**config.mk**
```make
export PLATFORM = sky130hd
export DESIGN_NAME = phase_sincos_cordic
export DESIGN_NICKNAME = d
export VERILOG_FILES = /design/src/rtl/phase_sincos_cordic.sv
export SDC_FILE = /design/constraint.sdc
export NUM_CORES = 2
export LEC_CHECK = 0
export ABC_CLOCK_PERIOD_IN_PS = 5700
export CELL_PAD_IN_SITES_DETAIL_PLACEMENT = 1
export CELL_PAD_IN_SITES_GLOBAL_PLACEMENT = 2
export CORE_MARGIN = 1.5
export CORE_UTILIZATION = 41
export DETAILED_ROUTE_END_ITERATION = 6
export PLACE_DENSITY = 0.87
export SLEW_MARGIN = 25
export SYNTH_ARGS = -nofsm -noshare
export SYNTH_HDL_FRONTEND = slang
export SYNTH_SLANG_ARGS = --single-unit
```
**constraint.sdc**
```tcl
create_clock -name clk -period 5.7 [get_ports clk]
set_input_delay 1.14 -clock clk [delete_from_list [all_inputs] [get_ports clk]]
set_output_delay 1.14 -clock clk [all_outputs]
set_load 0.02 [all_outputs]
```
**src/rtl/phase_sincos_cordic.sv**
```systemverilog
// Pipelined rotation-mode CORDIC: wrapped Q3.45 phase in, rounded/saturated sin/cos out,
// with per-sample block-boundary tagging for the demodulator reference multiplier.
module phase_sincos_cordic #(
    parameter int STAGES = 18,
    parameter int OUT_W  = 18,
    parameter int Z_W    = 48
) (
    input  logic             clk,
    input  logic             rst,
    input  logic [Z_W-1:0]   angle_in,
    input  logic             angle_valid,
    input  logic             blk_start,
    input  logic [8:0]       blk_len,
    output logic [OUT_W-1:0] sin_out,
    output logic [OUT_W-1:0] cos_out,
    output logic             out_valid,
    output logic             out_last,
    output logic             range_err
);
    localparam int GUARD = 4;
    localparam int XW    = OUT_W + GUARD;

    localparam logic signed [Z_W-1:0] PI      = Z_W'(48'h6487ED5110B4);
    localparam logic signed [Z_W-1:0] HALF_PI = PI >>> 1;
    localparam logic signed [Z_W-1:0] LIM     = PI + Z_W'(48'h000002000000);
    localparam logic signed [XW-1:0]  X0      = XW'(int'(0.607252935 * 2.0**(OUT_W + 2)));
    localparam logic signed [XW-1:0]  RND     = XW'(1) <<< (GUARD - 1);
    localparam logic signed [XW-1:0]  ONE     = XW'(1) <<< (OUT_W - 2);

    // atan(2^-i) in Q3.45, truncated; beyond i=14 it is 2^(45-i) minus under one LSB
    function automatic logic signed [Z_W-1:0] atan_q(input int i);
        logic [47:0] v;
        case (i)
            0:       v = 48'h1921FB54442D;
            1:       v = 48'd16313149993181;
            2:       v = 48'd8619420437280;
            3:       v = 48'd4375352399237;
            4:       v = 48'd2196166636239;
            5:       v = 48'd1099153923403;
            6:       v = 48'd549711081197;
            7:       v = 48'd274872314743;
            8:       v = 48'd137438254427;
            9:       v = 48'd68719389354;
            10:      v = 48'd34359727445;
            11:      v = 48'd17179867818;
            12:      v = 48'd8589934421;
            13:      v = 48'd4294967274;
            14:      v = 48'd2147483645;
            default: v = (48'd1 << (45 - i)) - 48'd1;
        endcase
        return Z_W'(v);
    endfunction

    function automatic logic [OUT_W-1:0] finish_out(input logic signed [XW-1:0] v, input logic n);
        logic signed [XW-1:0] r;
        r = (v + RND) >>> GUARD;
        if (n) r = -r;
        if (r > ONE) r = ONE;
        else if (r < -ONE) r = -ONE;
        return OUT_W'(r);
    endfunction

    logic signed [Z_W-1:0] ang, z_f;
    logic                  neg_f, oor, last_f;
    logic [8:0]            rem_q, rem_d, rem_eff;

    logic signed [XW-1:0]  x_q [0:STAGES];
    logic signed [XW-1:0]  y_q [0:STAGES];
    logic signed [XW-1:0]  x_d [0:STAGES];
    logic signed [XW-1:0]  y_d [0:STAGES];
    logic signed [Z_W-1:0] z_q [0:STAGES-1];
    logic signed [Z_W-1:0] z_d [0:STAGES-1];
    logic [STAGES:0]       vld_q, last_q, neg_q;

    logic [OUT_W-1:0]      sin_q, cos_q;
    logic                  out_valid_q, out_last_q, range_err_q;

    always_comb begin
        ang   = $signed(angle_in);
        z_f   = ang;
        neg_f = 1'b0;
        if (ang > HALF_PI) begin
            z_f   = ang - PI;
            neg_f = 1'b1;
        end else if (ang < -HALF_PI) begin
            z_f   = ang + PI;
            neg_f = 1'b1;
        end
        oor = (ang > LIM) || (ang < -LIM);

        // a coincident blk_start makes this sample the first of the new block
        rem_eff = blk_start ? blk_len : rem_q;
        last_f  = angle_valid && (rem_eff == 9'd1);
        rem_d   = rem_eff;
        if (angle_valid && rem_eff != 9'd0) rem_d = rem_eff - 9'd1;
    end

    always_comb begin
        x_d[0] = X0;
        y_d[0] = '0;
        z_d[0] = z_f;
        for (int i = 0; i < STAGES; i++) begin
            x_d[i+1] = z_q[i][Z_W-1] ? x_q[i] + (y_q[i] >>> i) : x_q[i] - (y_q[i] >>> i);
            y_d[i+1] = z_q[i][Z_W-1] ? y_q[i] - (x_q[i] >>> i) : y_q[i] + (x_q[i] >>> i);
        end
        for (int i = 1; i < STAGES; i++)
            z_d[i] = z_q[i-1][Z_W-1] ? z_q[i-1] + atan_q(i-1) : z_q[i-1] - atan_q(i-1);
    end

    always_ff @(posedge clk) begin
        x_q   <= x_d;
        y_q   <= y_d;
        z_q   <= z_d;
        neg_q <= {neg_q[STAGES-1:0], neg_f};
    end

    always_ff @(posedge clk) begin
        if (rst) begin
            vld_q       <= '0;
            last_q      <= '0;
            rem_q       <= '0;
            range_err_q <= 1'b0;
            out_valid_q <= 1'b0;
            out_last_q  <= 1'b0;
            sin_q       <= '0;
            cos_q       <= '0;
        end else begin
            vld_q       <= {vld_q[STAGES-1:0], angle_valid};
            last_q      <= {last_q[STAGES-1:0], last_f};
            rem_q       <= rem_d;
            if (angle_valid && oor) range_err_q <= 1'b1;
            out_valid_q <= vld_q[STAGES];
            out_last_q  <= last_q[STAGES];
            if (vld_q[STAGES]) begin
                sin_q <= finish_out(y_q[STAGES], neg_q[STAGES]);
                cos_q <= finish_out(x_q[STAGES], neg_q[STAGES]);
            end
        end
    end

    assign sin_out   = sin_q;
    assign cos_out   = cos_q;
    assign out_valid = out_valid_q;
    assign out_last  = out_last_q;
    assign range_err = range_err_q;
endmodule

```
## Word-level counts from Yosys, hierarchy flattened

Cells that the tools add are included.
W data, S select, Z words.

| word-level totals | value |
|---|---|
| register bits | 1739 |
| logic and storage cells | 253 |

| cells by class | value |
|---|---|
| add/subtract/negate cells | 109 |
| order comparisons | 8 |
| equality and inequality tests | 1 |
| mux-type cells | 67 |
| reduce and logical (&&, ||, !) cells | 5 |

Operators by type and width:

| operator | count |
|---|---|
| $mux W48 | 19 |
| $mux W22 | 41 |
| $mux W18 | 4 |
| $add A48 B30 Y48 const B | 1 |
| $add A48 B31 Y48 const B | 1 |
| $add A48 B32 Y48 const B | 1 |
| $add A48 B33 Y48 const B | 1 |
| $add A48 B34 Y48 const B | 1 |
| $add A48 B35 Y48 const B | 1 |
| $add A48 B36 Y48 const B | 1 |
| $add A48 B37 Y48 const B | 1 |
| $add A48 B38 Y48 const B | 1 |
| $add A48 B39 Y48 const B | 1 |
| $add A48 B40 Y48 const B | 1 |
| $add A48 B41 Y48 const B | 1 |
| $add A48 B42 Y48 const B | 1 |
| $add A48 B43 Y48 const B | 1 |
| $add A48 B44 Y48 const B | 1 |
| $add A48 B45 Y48 const B | 1 |
| $add A48 B46 Y48 const B | 1 |
| $add A48 B48 Y48 const B | 1 |
| $gt A48 B47 Y1 const B | 1 |
| $gt A48 B48 Y1 const B | 1 |
| $lt A48 B47 Y1 const B | 1 |
| other kinds (66) | 105 |

## Depth between registers and ports, before layout

| logic depth | value |
|---|---|
| depth in word-level cells | 8 |
| mapped depth | 18 |
| gate-level depth less buffers | 18 |

## Worst setup path after synthesis

Ideal clock, no wire load.

| path | value |
|---|---|
| path kind | flip-flop to flip-flop |
| start | reg z_q[335] in the netlist's numbering |
| end | reg z_q[285] in the netlist's numbering |
| arrival time | 4516 ps |
| data required time | 5567 ps |
| slack | 1051 ps |
| cell stages (with the launch flop) | 16 |
| buffers on the path | 2 |
| period minus slack after synthesis | 4649 ps |
| path through | dfxtp_1 -> clkbuf_1 -> clkbuf_1 -> inv_1 -> fa_1 -> a21o_1 -> a21oi_1 -> o21ai_0 -> a211o_1 -> a21oi_1 -> a21oi_1 -> a221oi_1 -> o21ai_0 -> o21ai_1 -> mux2i_1 -> o2111ai_1 |

RTL lines:

| what | RTL line | text |
|---|---|---|
| start: declaration | 71 | `logic signed [Z_W-1:0] z_q [0:STAGES-1];` |
| start signal: assignment | 113 | `z_q <= z_d;` |

==> metrics.txt <==
worst hold slack=0.324 ns; clk sinks=1655; commonest non-fill, non-tap cell in the layout=dfxtp_1; max-cap violation count=0; synthesized area=0.113 mm²; Final period util=83.9%; commonest cells after routing, fill and taps aside=dfxtp_1 (1639), ha_1 (1526), a21oi_1 (1342); Initial Utilization=41.3%; final hold violations=0; post-CTS setup buffer count=0; Worst Setup End Kind=flop; fin. max-slew vios=0; number of core rows=192; die width=529 µm; Worst-path clk slew=0.06 ns; CP most frequent cell=a21oi_1; Worst Path Arrival=5.49 ns; critical-path cell list=inv_1 > ha_1 > mux2i_1 > fa_1 > a21o_1 > a21oi_1 > o21bai_1 > a21oi_1 > o21ai_0 > a41oi_1 > a31oi_1 > and4_1 > a2111oi_0 > a21oi_1 > xor2_1; outcome=finished, final reports clean; mean post-synth cell area=8.67 µm²; area share of the largest cell type after synthesis=29.2%; htree depth=4; global-route wire length before repair=501 mm; prevailing post-synth register cell=dfxtp_1; Post-CTS Resized=0; Synth Instances=13100; placed inst area=0.119 mm²; Post-CTS Hold Fix Bufs=0; WP buf/inv=1; Max Clock Skew=0.0375 ns; crit-path max cell delay=0.76 ns; layout cells sized above 1=4.14%; Synth area leaders=dfxtp_1 (29%), ha_1 (17%), xnor2_1 (8.8%); largest net degree at the start of global routing=71; required time worst endpoint=6.42 ns; Setup violations, final=0; Synth area leader=dfxtp_1; fin crit period=4.78 ns; area grow syn2layout=10.6%; io pins=100; Seq/Total Area, Yosys=29.2%; vias in the first global route=100000; DR iter-0 viols=3483; Vias=94100; CP max stage cell=a2111oi_0; TNS Setup=0 ns; DRC viols=0; CTS Buffer Depth=4; RD Place Congestion=0.884; RSZ-0062 raised after global routing=no; gr ovfl total=0; critical path class=flop to flop; Root Buffer=clkbuf_16; DP HPWL=245 mm; initial antenna violation count=3; register bit total from synthesis=1655; CP delay by family, top=compound AO/OA/AOI/OAI gates; Die ar.=0.280 mm²; CTS tree=built; Routed WL per cell=17.9 µm; antenna viol nets, final=0; achievable frequency=209 MHz; Yosys Warn Count=0; actual slew at the worst max-slew pin=0.954 ns; GR Util All Layers=21.2%; Post-Syn Nets=14700; Num CTS Buffers=198; Post-synth EDFFs=0; nets=14900; drt pass-1 iters=6; final instance area=0.125 mm²; Worst slew margin=35.8%; HP Class=flop to flop; drt total wl=305 mm; core box area=0.274 mm²; startpoint types=flop; I/O Buffers=99; Max FO, Critical Path=11; die height=529 µm; worst skew pair latency=0.87 ns; Synth cell types=104; vias per cell=5.51; asr flop ratio synth=0%
-- metal layers --
layer	vias up	global-route usage [%]	part of all wire, %
met1	45300	24.8	44
met4	0	6.94	3.1
li1	47400	-	-
met3	506	2.06	2.2
met2	936	39.9	51
met5	-	0	0
-- registers in the layout (all words and copies together) (netlist names), 9 cells and up --
| register | cells |
|---|---|
| sin_out | 18 |
| y_q | 371 |
| vld_q | 19 |
| z_q | 817 |
| last_q | 19 |
| cos_out | 18 |
| rem_q | 9 |
| x_q | 362 |
| neg_q | 19 |
-- cell families after synthesis --
group	synth area share, %
xor gates and xnor gates	13.3
adders and majority gates	17.7
other	0.00331
muxes	0.884
AOI/OAI and AO/OA	22.3
and+or+nand+nor	13.9
buffers and inverters	2.73
DFF	29.2
-- cell type report --
type,count,area (µm²)
Multi-Input combinational cell,10600,77100
Clock buffer,277,5680
Antenna cell,2,5.00
Tap cell,3686,4610
Clock inverter,76,911
Timing Repair Buffer,173,1570
Fill cell,32100,149000
Inverter,599,2250
Sequential cell,1655,33200
-- final timing paths --
check,start,to,slack (ns),depth (start not counted)
hold reg to reg,neg_q[12]$_DFF_P_,neg_q[13]$_DFF_P_,0.32,0
setup reg to reg,x_q[354]$_DFF_P_,y_q[350]$_DFF_P_,0.92,15
hold / removal,neg_q[12]$_DFF_P_,neg_q[13]$_DFF_P_,0.32,0
setup / recovery,x_q[354]$_DFF_P_,y_q[350]$_DFF_P_,0.92,15
-- synth_stat cells, drive strengths merged, types with 63 or more instances --
library cell	instances
clkbuf	186
nor2	962
xor2	574
a31oi	155
a21oi	1344
xnor2	1141
nand3	237
o21a	195
ha	1526
nor2b	223
o21ai	705
a211oi	91
or3	77
mux2i	63
nor3	329
nand4	118
and3	138
nand2	682
inv	597
dfxtp	1655
o21bai	230
a21o	613
nand2b	182
-- through the flow --
stage | utilization, % | std cells | worst slack [ns]
after floorplan | - | 13100 | 1.05
after global placement | 43.3 | 16700 | 0.731
after detailed placement | 43.3 | 16700 | 0.834
after CTS | 45.7 | 17100 | 0.911
after global routing | 45.7 | 17100 | 0.519
final | 45.7 | 17100 | 0.920
Power is left out: the tool's default activity adds up to more than one toggle a clock period on the data nets, which glitch-free logic cannot reach.
